[config.mk]
export PLATFORM = sky130hd
export DESIGN_NAME = tone_arbiter
export DESIGN_NICKNAME = d
export VERILOG_FILES = /design/src/rtl/tone_arbiter.sv
export SDC_FILE = /design/constraint.sdc
export NUM_CORES = 1
export LEC_CHECK = 0
export ABC_AREA = 1
export ABC_CLOCK_PERIOD_IN_PS = 5200
export BUFFER_PORTS_ARGS = -buffer_cell sky130_fd_sc_hd__buf_2
export CORE_ASPECT_RATIO = 2
export CORE_MARGIN = 2
export CORE_UTILIZATION = 45
export DETAILED_ROUTE_END_ITERATION = 16
export GPL_ROUTABILITY_DRIVEN = 0
export PLACE_DENSITY = 0.69
export SYNTH_ARGS = -nofsm -noshare
export SYNTH_HDL_FRONTEND = slang
export SYNTH_SLANG_ARGS = --single-unit
[constraint.sdc]
create_clock -name clk -period 5.2 [get_ports clk]
set_clock_uncertainty 0.1 [all_clocks]
set_input_delay 0.52 -clock clk [delete_from_list [all_inputs] [get_ports clk]]
set_output_delay 0.52 -clock clk [all_outputs]
set_load 0.1 [all_outputs]
[src/rtl/tone_arbiter.sv]
// Tone arbiter: shares one differential piezo between NUM_REQ sound sources.
// Grants one request at a time, plays a square wave of half-period div+1 cycles for
// dur*TICK_DIV cycles, then holds a silent gap of GAP_TICKS*TICK_DIV cycles.
// Optional build macro TONE_ARB_ROUND_ROBIN_EN selects round-robin arbitration;
// without it the lowest requesting index wins.
module tone_arbiter #(
    parameter int unsigned NUM_REQ   = 3,
    parameter int unsigned TICK_DIV  = 25000,
    parameter int unsigned GAP_TICKS = 20
) (
    input  logic                 clk,
    input  logic                 rst_n,
    input  logic [NUM_REQ-1:0]    req,
    input  logic [NUM_REQ*15-1:0] div_flat,
    input  logic [NUM_REQ*10-1:0] dur_flat,
    output logic [NUM_REQ-1:0]    gnt,
    output logic [NUM_REQ-1:0]    done,
    output logic                  busy,
    output logic                  spkp,
    output logic                  spkm
);

    localparam int unsigned IdxW = (NUM_REQ > 1) ? $clog2(NUM_REQ) : 1;
    localparam int unsigned PreW = (TICK_DIV > 1) ? $clog2(TICK_DIV) : 1;
    localparam int unsigned GapW = (GAP_TICKS > 0) ? $clog2(GAP_TICKS + 1) : 1;
    localparam logic [PreW-1:0] PreLoad = PreW'(TICK_DIV - 1);
    localparam logic [GapW-1:0] GapLoad = GapW'(GAP_TICKS);

    typedef enum logic [1:0] {StIdle, StPlay, StGap} state_e;

    state_e          state_q, state_d;
    logic [IdxW-1:0] win_q, win_d;
    logic [14:0]     div_q, div_d;
    logic [14:0]     tone_q, tone_d;
    logic [9:0]      dur_q, dur_d;
    logic [PreW-1:0] pre_q, pre_d;
    logic [GapW-1:0] gap_q, gap_d;
    logic            spk_q, spk_d;

    logic [IdxW-1:0] sel;
    logic            any_req;
    logic            req_win;
    logic            complete;
    logic            tone_on;

    assign any_req  = |req;
    assign req_win  = req[win_q];
    // dur=0 completes on the first PLAY cycle; otherwise on the last tick's final cycle
    assign complete = (dur_q == 10'd0) || ((dur_q == 10'd1) && (pre_q == '0));

`ifdef TONE_ARB_ROUND_ROBIN_EN
    logic [IdxW-1:0] ptr_q, ptr_d;

    // Round-robin winner: search starts just after the last granted index
    always_comb begin
        int cand;
        cand = 0;
        sel  = '0;
        // Descending distance so the nearest requester after ptr_q is written last
        for (int k = int'(NUM_REQ); k >= 1; k--) begin
            cand = (int'(ptr_q) + k) % int'(NUM_REQ);
            if (req[cand]) sel = IdxW'(cand);
        end
    end

    // Last-grant pointer; reset value makes requester 0 favoured first
    always_ff @(posedge clk or negedge rst_n) begin
        if (!rst_n) ptr_q <= IdxW'(NUM_REQ - 1);
        else        ptr_q <= ptr_d;
    end

    // Pointer follows every grant, so aborted tones also move it on
    always_comb begin
        ptr_d = ptr_q;
        if (state_q == StIdle && any_req) ptr_d = sel;
    end
`else
    // Fixed-priority winner: lowest requesting index
    always_comb begin
        sel = '0;
        for (int i = int'(NUM_REQ) - 1; i >= 0; i--) begin
            if (req[i]) sel = IdxW'(i);
        end
    end
`endif

    // State and datapath registers
    always_ff @(posedge clk or negedge rst_n) begin
        if (!rst_n) begin
            state_q <= StIdle;
            win_q   <= '0;
            div_q   <= '0;
            tone_q  <= '0;
            dur_q   <= '0;
            pre_q   <= '0;
            gap_q   <= '0;
            spk_q   <= 1'b0;
        end else begin
            state_q <= state_d;
            win_q   <= win_d;
            div_q   <= div_d;
            tone_q  <= tone_d;
            dur_q   <= dur_d;
            pre_q   <= pre_d;
            gap_q   <= gap_d;
            spk_q   <= spk_d;
        end
    end

    // Next-state: grant, tone divider, duration prescaler and gap timer
    always_comb begin
        state_d = state_q;
        win_d   = win_q;
        div_d   = div_q;
        tone_d  = tone_q;
        dur_d   = dur_q;
        pre_d   = pre_q;
        gap_d   = gap_q;
        spk_d   = spk_q;

        unique case (state_q)
            StIdle: begin
                if (any_req) begin
                    state_d = StPlay;
                    win_d   = sel;
                    div_d   = div_flat[int'(sel)*15 +: 15];
                    tone_d  = div_flat[int'(sel)*15 +: 15];
                    dur_d   = dur_flat[int'(sel)*10 +: 10];
                    pre_d   = PreLoad;
                    spk_d   = 1'b0;
                end
            end

            StPlay: begin
                if (tone_q == 15'd0) begin
                    tone_d = div_q;
                    spk_d  = ~spk_q;
                end else begin
                    tone_d = tone_q - 15'd1;
                end

                if (pre_q == '0) begin
                    pre_d = PreLoad;
                    if (dur_q != 10'd0) dur_d = dur_q - 10'd1;
                end else begin
                    pre_d = pre_q - PreW'(1);
                end

                // Abort and normal completion both lead to the gap; abort just skips done
                if (!req_win || complete) begin
                    state_d = StGap;
                    pre_d   = PreLoad;
                    gap_d   = GapLoad;
                    spk_d   = 1'b0;
                end
            end

            StGap: begin
                if (pre_q == '0) begin
                    pre_d = PreLoad;
                    if (gap_q != '0) gap_d = gap_q - GapW'(1);
                end else begin
                    pre_d = pre_q - PreW'(1);
                end

                if ((gap_q == '0) || ((gap_q == GapW'(1)) && (pre_q == '0))) begin
                    state_d = StIdle;
                end
            end

            default: state_d = StIdle;
        endcase
    end

    // Outputs: grant for the whole PLAY, done only on an unaborted completion
    always_comb begin
        gnt  = '0;
        done = '0;
        if (state_q == StPlay) begin
            gnt[win_q] = 1'b1;
            if (req_win && complete) done[win_q] = 1'b1;
        end
    end

    // Drive the piezo only while a non-silent tone plays; both pins low otherwise
    always_comb begin
        busy    = (state_q != StIdle);
        tone_on = (state_q == StPlay) && (div_q != 15'd0);
        spkp    = tone_on & spk_q;
        spkm    = tone_on & ~spk_q;
    end

endmodule

* After elaboration in Yosys (flattened, before gate mapping) *
Cells that the tools add are included.

word-level totals
  logic and storage cells = 95
  bits in registers = 65

cells by class
  multiply operators = 2
  shifts and indexed selects = 2
  magnitude comparators = 2
  bitwise operators = 3
  equal/unequal tests = 12
  $add $sub $neg = 4
  reductions and logical operators = 29
  mux-type cells = 33

operators by type and width
  cell                                                 number
  two-way mux 15 bit                                   5
  one-hot mux 15 bit (3 select lines)                  1
  variable part select 45 x 7 -> 15 bit                1
  logical NOT 15 bit                                   2
  two-way mux 10 bit                                   3
  one-hot mux 15 bit (2 select lines)                  1
  variable part select 30 x 7 -> 10 bit                1
  subtractor 15 x 1 -> 15 bit (second input constant)  2
  one-hot mux 10 bit (2 select lines)                  1
  two-way mux 5 bit                                    3
  nonzero test 15 bit                                  1
  inequality test 2 bit (second input constant)        7
  two-way mux 2 bit                                    6
  == test 10 x 1 -> 1 bit (second input constant)      1
  logical NOT 10 bit                                   1
  one-hot mux 5 bit (2 select lines)                   1
  nonzero test 10 bit                                  1
  subtractor 10 x 1 -> 10 bit (second input constant)  1
  two-way mux 3 bit                                    3
  AND reduction 4 bit                                  2
  multiplier 2 x 4 -> 6 bit (second input constant)    1
  one-hot mux 2 bit (3 select lines)                   1
  AND reduction 2 bit                                  3
  AND reduction 3 bit                                  2
  23 further kinds                                     36

* Depth between registers and ports, before layout *
Gate-level depths: netlist (run 1).

  depth in word-level cells = 7
  depth in mapped cells = 13
  gate-level depth less buffers = 13

* Worst setup path before layout (run 1) *
Ideal clock, no wire load.

  kind = register to output
  start = register dur_q[0]
  end = output done[0]
  data arrival time = 3.993 ns
  path slack = 0.587 ns
  cell stages (with the launch flop) = 9
  data required time = 4.580 ns
  path buffers = 0
  path through = dfrtp_1 inv_1 ha_1 nand2_1 nor2_1 nand2_1 nand2_1 nand2_1 nor4_1

between the ends
  word-level cells in the longest chain between the ends = 6

RTL lines
  element                  RTL line  text
  from (decl)              35        logic [9:0] dur_q, dur_d;
  from (signal assigned)   103       dur_q <= dur_d;
  == test 10 x 1 -> 1 bit  49        assign complete = (dur_q == 10'd0) || ((dur_q == 10'd1) && (pre_q == '0));
  logical AND 1 bit        49
  logical OR 1 bit (*)     49
  logical AND 1 bit (*)    181       if (req_win && complete) done[win_q] = 1'b1;
  two-way mux 3 bit (*)    181
  two-way mux 3 bit (*)    179       if (state_q == StPlay) begin
  to (decl)                17        output logic [NUM_REQ-1:0] done,

Mark *: on every way between the ends. The rest lies on a longest branch, timed or not.

* Worst setup path in the final report (run 1) *
  start = register pre_q[0]
  end = output done[0]

between the ends
  word-level cells in the longest chain between the ends = 6

RTL lines
  element                 RTL line  text
  from (decl)             36        logic [PreW-1:0] pre_q, pre_d;
  from (signal assigned)  104       pre_q <= pre_d;
  logical NOT 15 bit      49
  logical AND 1 bit       49
  logical OR 1 bit        49
  logical AND 1 bit       181
  two-way mux 3 bit       181
  two-way mux 3 bit       179

Every way passes these cells.

==> results.py, run 1 <==
metrics = {
    "clock_tree": {
        "clock-sinks": 65,
        "cts.clk_slew.worst_paths_ns": 0.05,
        "root_buffer": "clkbuf_16",
        "clockBufferDepth": 2,
        "ctsHoldBuffers": 0,
        "h-tree-depth": 3,
        "numCtsBuffers": 9,
        "cts_tree": "yes",
        "insertion_delay_ns": 0.34,
        "cts_setup_buffers": 0,
        "cts_resized": 0,
    },
    "sta": {
        "slew_headroom_pct": 36.6,
        "hold_violations": 0,
        "rsz0062_at_grt": "no",
        "fin_crit_ns": 2.95,
        "slew_violations": 0,
        "setup_tns_ns": 0,
        "worst_slack_ns": 2.25,
        "period_share_pct": 56.8,
        "holdWs_ns": 0.247,
        "worst_slew_pin_slew_ns": 0.949,
        "setup_viol": 0,
        "fmax_ghz": 0.339,
    },
    "layout": {
        "drive_above_1_share_pct": 17.5,
        "finalNonFillerCells": 930,
        "final_common_cell": "nand2_1",
        "mostFrequentLayoutCells": "nand2_1 (207), buf_2 (88), nor2_1 (87)",
        "multiInputGateArea_mm2": 0.00271,
        "syn2layout_area_growth_pct": 18.6,
        "diodes": 0,
        "final_util_pct": 54.2,
        "regArea_mm2": 0.00163,
        "final_nets": 881,
        "fillers": 1029,
        "fin_area_mm2": 0.00561,
    },
    "synthesis": {
        "yosys_warnings": 0,
        "synth_area_mm2": 0.00473,
        "mappedNetlistNets": 800,
        "syn-instance-count": 707,
        "synth_top_area_share_pct": 34.4,
        "ys_types": 38,
        "synth_area_per_cell_um2": 6.69,
        "ys_top_cells_by_area": "dfrtp_1 (34%), nand2_1 (16%), nor2_1 (6.9%)",
        "synth-seq-cells": 65,
        "synth.largest_area_cell": "dfrtp_1",
        "ys_seq_area_share_pct": 34.4,
    },
    "die": {
        "ioPinCount": 89,
        "die_x_um": 76.5,
        "dieArea_mm2": 0.0114,
        "row_count": 53,
        "die_height_um": 149,
        "coreArea_mm2": 0.0103,
        "initial_core_util_pct": 45.7,
    },
    "grt": {
        "grt_start_max_net_pins": 66,
        "grt_pass1_vias": 4461,
        "grt_antenna_before_repair": 1,
        "grt.total_usage_pct": 22.9,
        "gr-total-overflow": 0,
        "grt_pass1_wl_mm": 21.1,
    },
    "drt": {
        "wire_per_inst_um": 13.3,
        "vias": 4800,
        "drt-total-wl_mm": 12.4,
        "ant_nets": 0,
        "dr.pass1.iters": 5,
        "viasPerCell": 5.16,
        "remaining_drc_errors": 0,
        "drt-initial-drc-count": 280,
    },
    "placement": {
        "place_inst": 914,
        "hpwlAfterDp_mm": 9.18,
        "io_buffer_count": 88,
        "dpl_cell_area_mm2": 0.00526,
        "dp_worst_setup_slack_ns": 2.64,
    },
    "setup_path": {
        "cp.arrival_ns": 2.33,
        "path_class": "reg2out",
        "crit_fanout": 4,
        "reg2reg_slack_ns": 2.88,
        "cp-startpoint": "pre_q[0]",
        "worstSetupEndpointType": "primary output",
        "crit_required_ns": 4.58,
        "r2r-start": "state_q[1]",
        "start_kind": "flop",
    },
    "power_and_ir_drop": {
        "ir_worst_vdd_mv": 0.371,
        "power.leakage_nw": 2.86,
        "total_power_mw": 3.31,
        "powerDensity_mw_per_mm2": 591,
    },
    "job": {
        "cap_violations": 0,
    },
    "run_status": {
        "run_status": "finished clean",
    },
    "min_path": {
        "hold_path_class": "in2async",
    },
}
==> report_power, final <==
| part | total [mW] | switching, mW | internal, mW |
|---|---|---|---|
| registers | 0.932 | 0.195 | 0.738 |
| clock network | 0.707 | 0.226 | 0.480 |
| logic | 1.67 | 1.11 | 0.564 |
| total | 3.31 | 1.53 | 1.78 |
==> state kept, by name, indices dropped and copies added, names as in the netlist <==
register / count
gap_q: 5
pre_q: 15
state_q: 2
spk_q: 1
win_q: 2
dur_q: 10
tone_q: 15
div_q: 15
==> per-layer routing <==
metal  vias up  track usage, %  share of wire, %
li1       2440               -                 -
met1      2187            30.6                47
met2       155            37.2                46
met5         -               0             0.065
met4         2            7.91               1.6
met3        16            4.48               5.8
==> path summary, 6_finish.rpt <==
kind / to / cells past startpoint
setup reg to reg: gap_q[2] / 9
min in group clk: win_q[1] / 3
setup / recovery: done[0] / 11
hold reg to reg: gap_q[1] / 2
hold / removal: tone_q[14] / 2
max in group asynchronous: gap_q[2] / 2
==> cells in the mapped netlist <==
cell and count:
o21ai_0 47, and2_1 1, a21oi_1 27, buf_6 2, a21oi_2 1, dfrtp_1 65, nand4_1 4, clkinv_1 1
a211oi_1 1, ha_1 13, or2_4 1, inv_1 72, o22ai_1 2, nor2_2 5, clkbuf_1 11, nand3b_1 4
a31oi_1 10, nor4_1 4, nand3_1 63, clkinv_2 1, nand2_2 6, o21ai_2 1, xnor2_1 9, xor2_1 12
mux2_2 10, or2_2 3, o31ai_1 1, or2_0 1, nand2_1 207, nor2_1 87, inv_2 2, nor3_4 1
a21oi_4 1, o21ai_1 8, o21a_1 1, nor3_1 7, buf_2 9, o211ai_1 6
==> logic make-up after synthesis <==
| kind of cell | count (synthesis) | share of synthesized area (%) |
|---|---|---|
| DFF | 65 | 34.4 |
| AOI/OAI and AO/OA | 106 | 12.4 |
| and+or+nand+nor | 394 | 35.1 |
| muxes | 10 | 2.38 |
| xor gates and xnor gates | 21 | 3.89 |
| buffers and inverters | 98 | 8.36 |
| adders and majority gates | 13 | 3.44 |
==> layout make-up <==
cell class | count | share of cell area, %
inverters | 76 | 5.11
clock inverters | 5 | 1.83
well taps | 137 | 3.06
repair buffers | 92 | 8.39
flip-flops and latches | 65 | 29.0
clock buffers | 11 | 4.33
multi-input cells | 544 | 48.3
==> critical path, cell delays in order (launching register included) <==
cell and delay [ns]:
dfrtp_1 0.39, inv_1 0.12, ha_1 0.16, inv_1 0.04
nor2_1 0.07, nand2_1 0.05, nor2_1 0.14, nand3_1 0.17
nand2_1 0.10, nand2_1 0.09, nor4_1 0.18, buf_2 0.47
Power figures use the tool's default switching activity.
==> run 2: changes to the inputs <==
Settings changed: ABC_AREA 1 to 0, ABC_CLOCK_PERIOD_IN_PS 5200 to 3000.
Clock period 5.2 ns to 3 ns, I/O delays scaled along.
==> run 2 against run 1 <==
Via count is 10% lower. Cell count down 19%. Power shrank 35%.
==> results.py, run 2 <==
metrics = {
    "setup_path": {
        "path_depth": 8,
        "cp_slowest_stage_delay_ns": 0.42,
        "crit_buf_inv": 2,
        "start_kind": "flop",
        "r2r_cells": 7,
        "crit_fanout": 5,
        "worstSetupEndpointType": "primary output",
        "cp.arrival_ns": 2.43,
        "path_class": "reg2out",
        "slowest_stage": "dfrtp_1",
        "cp_cell_sequence": "inv_1, ha_1, nor4b_1, and4_1, a21oi_1, nor2_1, and2_2, clkbuf_4",
        "crit_family": "simple AND/OR/NAND/NOR gates",
        "crit_required_ns": 2.60,
    },
    "synthesis": {
        "yosysMostFrequentCell": "nand2_1",
        "synth_area_mm2": 0.00452,
        "mappedNetlistNets": 618,
        "synthMuxAreaShare_pct": 8.64,
        "ys_types": 67,
        "synth.largest_area_cell": "dfrtp_1",
        "synth-seq-cells": 65,
        "synthSimpleGateAreaFrac_pct": 22.5,
        "synth_compound_area_share_pct": 23.1,
        "synth_top_area_share_pct": 36.0,
        "ys_async_sr_fraction_pct": 100,
        "synth_top_family_by_area": "compound AO/OA/AOI/OAI gates",
        "synth-xor-area-share_pct": 2.33,
        "yosys-top-cells-count": "nand2_1 (73), dfrtp_1 (65), o21ai_0 (51), nor2_1 (42), a21oi_1 (33)",
        "synth-adder-area-share_pct": 3.60,
        "syn-instance-count": 525,
        "ys_seq_area_share_pct": 36.0,
        "synth_edf_count": 0,
        "ys_top_cells_by_area": "dfrtp_1 (36%), mux2i_1 (6.6%), nand2_1 (6.1%)",
        "yosys_most_used_dff": "dfrtp_1",
        "synth_area_per_cell_um2": 8.61,
        "yosys_warnings": 0,
    },
    "clock_tree": {
        "numCtsBuffers": 9,
        "cts.clk_slew.worst_paths_ns": 0.05,
        "cts_tree": "yes",
        "insertion_delay_ns": 0.33,
        "clock-sinks": 65,
        "clockBufferDepth": 2,
        "root_buffer": "clkbuf_16",
        "h-tree-depth": 3,
    },
    "die": {
        "initial_core_util_pct": 46.3,
        "die_x_um": 74.9,
        "die_height_um": 146,
        "ioPinCount": 89,
        "coreArea_mm2": 0.00976,
        "row_count": 51,
        "dieArea_mm2": 0.0109,
    },
    "run_status": {
        "run_status": "finished clean",
    },
    "drt": {
        "wire_per_inst_um": 16.5,
        "met1Wirelength_mm": 4.50,
        "viasPerCell": 5.72,
        "top_layer_used": "met4",
        "dr.pass1.iters": 5,
        "drt-total-wl_mm": 12.5,
        "remaining_drc_errors": 0,
        "drt-initial-drc-count": 258,
        "vias": 4315,
        "met2_length_mm": 6.93,
        "ant_nets": 0,
        "dr_wl_met3_um": 425,
    },
    "sta": {
        "slew_headroom_pct": 50.2,
        "period_share_pct": 94.4,
        "fin_crit_ns": 2.83,
        "fmax_ghz": 0.353,
        "slew_violations": 0,
        "setup_viol": 0,
        "worst_slew_pin_slew_ns": 0.748,
        "rsz0062_at_grt": "no",
        "hold_violations": 0,
    },
    "placement": {
        "hpwlAfterDp_mm": 9.73,
        "io_buffer_count": 88,
        "dpl_cell_area_mm2": 0.00518,
    },
    "power_and_ir_drop": {
        "ir_worst_vdd_mv": 0.352,
        "total_power_mw": 2.15,
        "powerDensity_mw_per_mm2": 392,
        "power.leakage_nw": 2.50,
    },
    "job": {
        "cap_violations": 0,
    },
    "layout": {
        "drive_above_1_share_pct": 25.1,
        "fillers": 887,
        "largestRegisters": "div_q: 15 flops, pre_q: 15 flops, tone_q: 15 flops",
        "final_common_cell": "buf_2",
        "diodes": 0,
        "syn2layout_area_growth_pct": 21.6,
        "final_nets": 710,
        "fin_area_mm2": 0.00549,
        "mostFrequentLayoutCells": "buf_2 (85), nand2_1 (73), dfrtp_1 (65)",
    },
    "grt": {
        "grt_pass1_wl_mm": 20.9,
        "grt_antenna_before_repair": 0,
        "gr-total-overflow": 0,
        "grt_pass1_vias": 4475,
        "grt_start_max_net_pins": 41,
        "grt.total_usage_pct": 24.7,
    },
    "min_path": {
        "hold_path_class": "in2reg",
        "hold_depth": 3,
    },
}
## run 2: changes by cell type after synthesis, moves of 7 or more
cell	delta
nand2_1	-134
inv_1	-57
nand3_1	-56
nor2_1	-45
mux2i_1	+30
nor3_1	+13
o22a_1	+8
o22ai_1	+7
## run 2: final cells by class
class                           instances  area [um2]  area share (%)
Multi-Input combinational cell        420        2770            50.4
Sequential cell                        65        1630            29.6
Timing Repair Buffer                  106         586            10.7
Clock buffer                           13         250            4.55
Tap cell                              132         165            3.01
Inverter                               15        56.3            1.02
Clock inverter                          3        40.0           0.729
## run 2: routing by layer
metal | up-vias | global-route usage (%)
met5 | - | 0
met4 | 0 | 14.2
met3 | 37 | 4.16
met2 | 130 | 43.6
met1 | 2020 | 26.0
li1 | 2128 | -
## run 2: kinds of logic (layout without fill, tap and decap cells)
| family | count (synthesis) | in the layout |
|---|---|---|
| AO/OA/AOI/OAI | 158 | 158 |
| XOR/XNOR | 12 | 12 |
| adder cells (fa/ha/maj) | 13 | 13 |
| buffers and inverters | 40 | 137 |
| flip-flops | 65 | 65 |
| multiplexers | 38 | 38 |
| AND/OR/NAND/NOR | 199 | 199 |
## run 2: report_power, final
part	switching [mW]	leakage, nW	internal [mW]
Combinational	0.103	1.54	0.101
Clock	0.372	0.144	0.663
Sequential	0.0202	0.811	0.891
## run 2: worst register-to-register path: stages (launching register included)
cell and delay, ns:
dfrtp_1 0.43, nor4_2 0.41, nand2_1 0.20, or4b_1 0.70, buf_4 0.26, nor2_1 0.10
a2111oi_0 0.07, a221o_1 0.27
## run 2: timing repair
action / CTS / global route
hold endpoints to repair: 18 / 0
resized for setup: 0 / 4
setup endpoints to repair: 0 / 3
hold buffers: 1 / 0
buffers inserted: 0 / 0
## run 2: worst paths after layout
path	startpoint	to	slack, ns
setup / recovery	pre_q[0]	done[1]	0.17
hold / removal	div_flat[31]	div_q[1]	0.17
setup reg to reg	tone_q[7]	tone_q[14]	0.35
hold reg to reg	dur_q[5]	dur_q[5]	0.40
max in group asynchronous	rst_n	div_q[13]	1.71
min in group asynchronous	rst_n	pre_q[8]	0.35
## run 2: through the flow
step	std cells	TNS (ns)	util (%)	setup WS, ns	hold WS, ns
floorplan	525	-0.0307	-	-0.0154	-0.0956
global placement	737	0	53.1	0.459	0.187
detailed placement	737	0	53.1	0.404	0.190
CTS	754	0	56.1	0.0721	0.166
global route	754	0	56.3	0.0385	0.183
finish	754	0	56.3	0.169	0.171
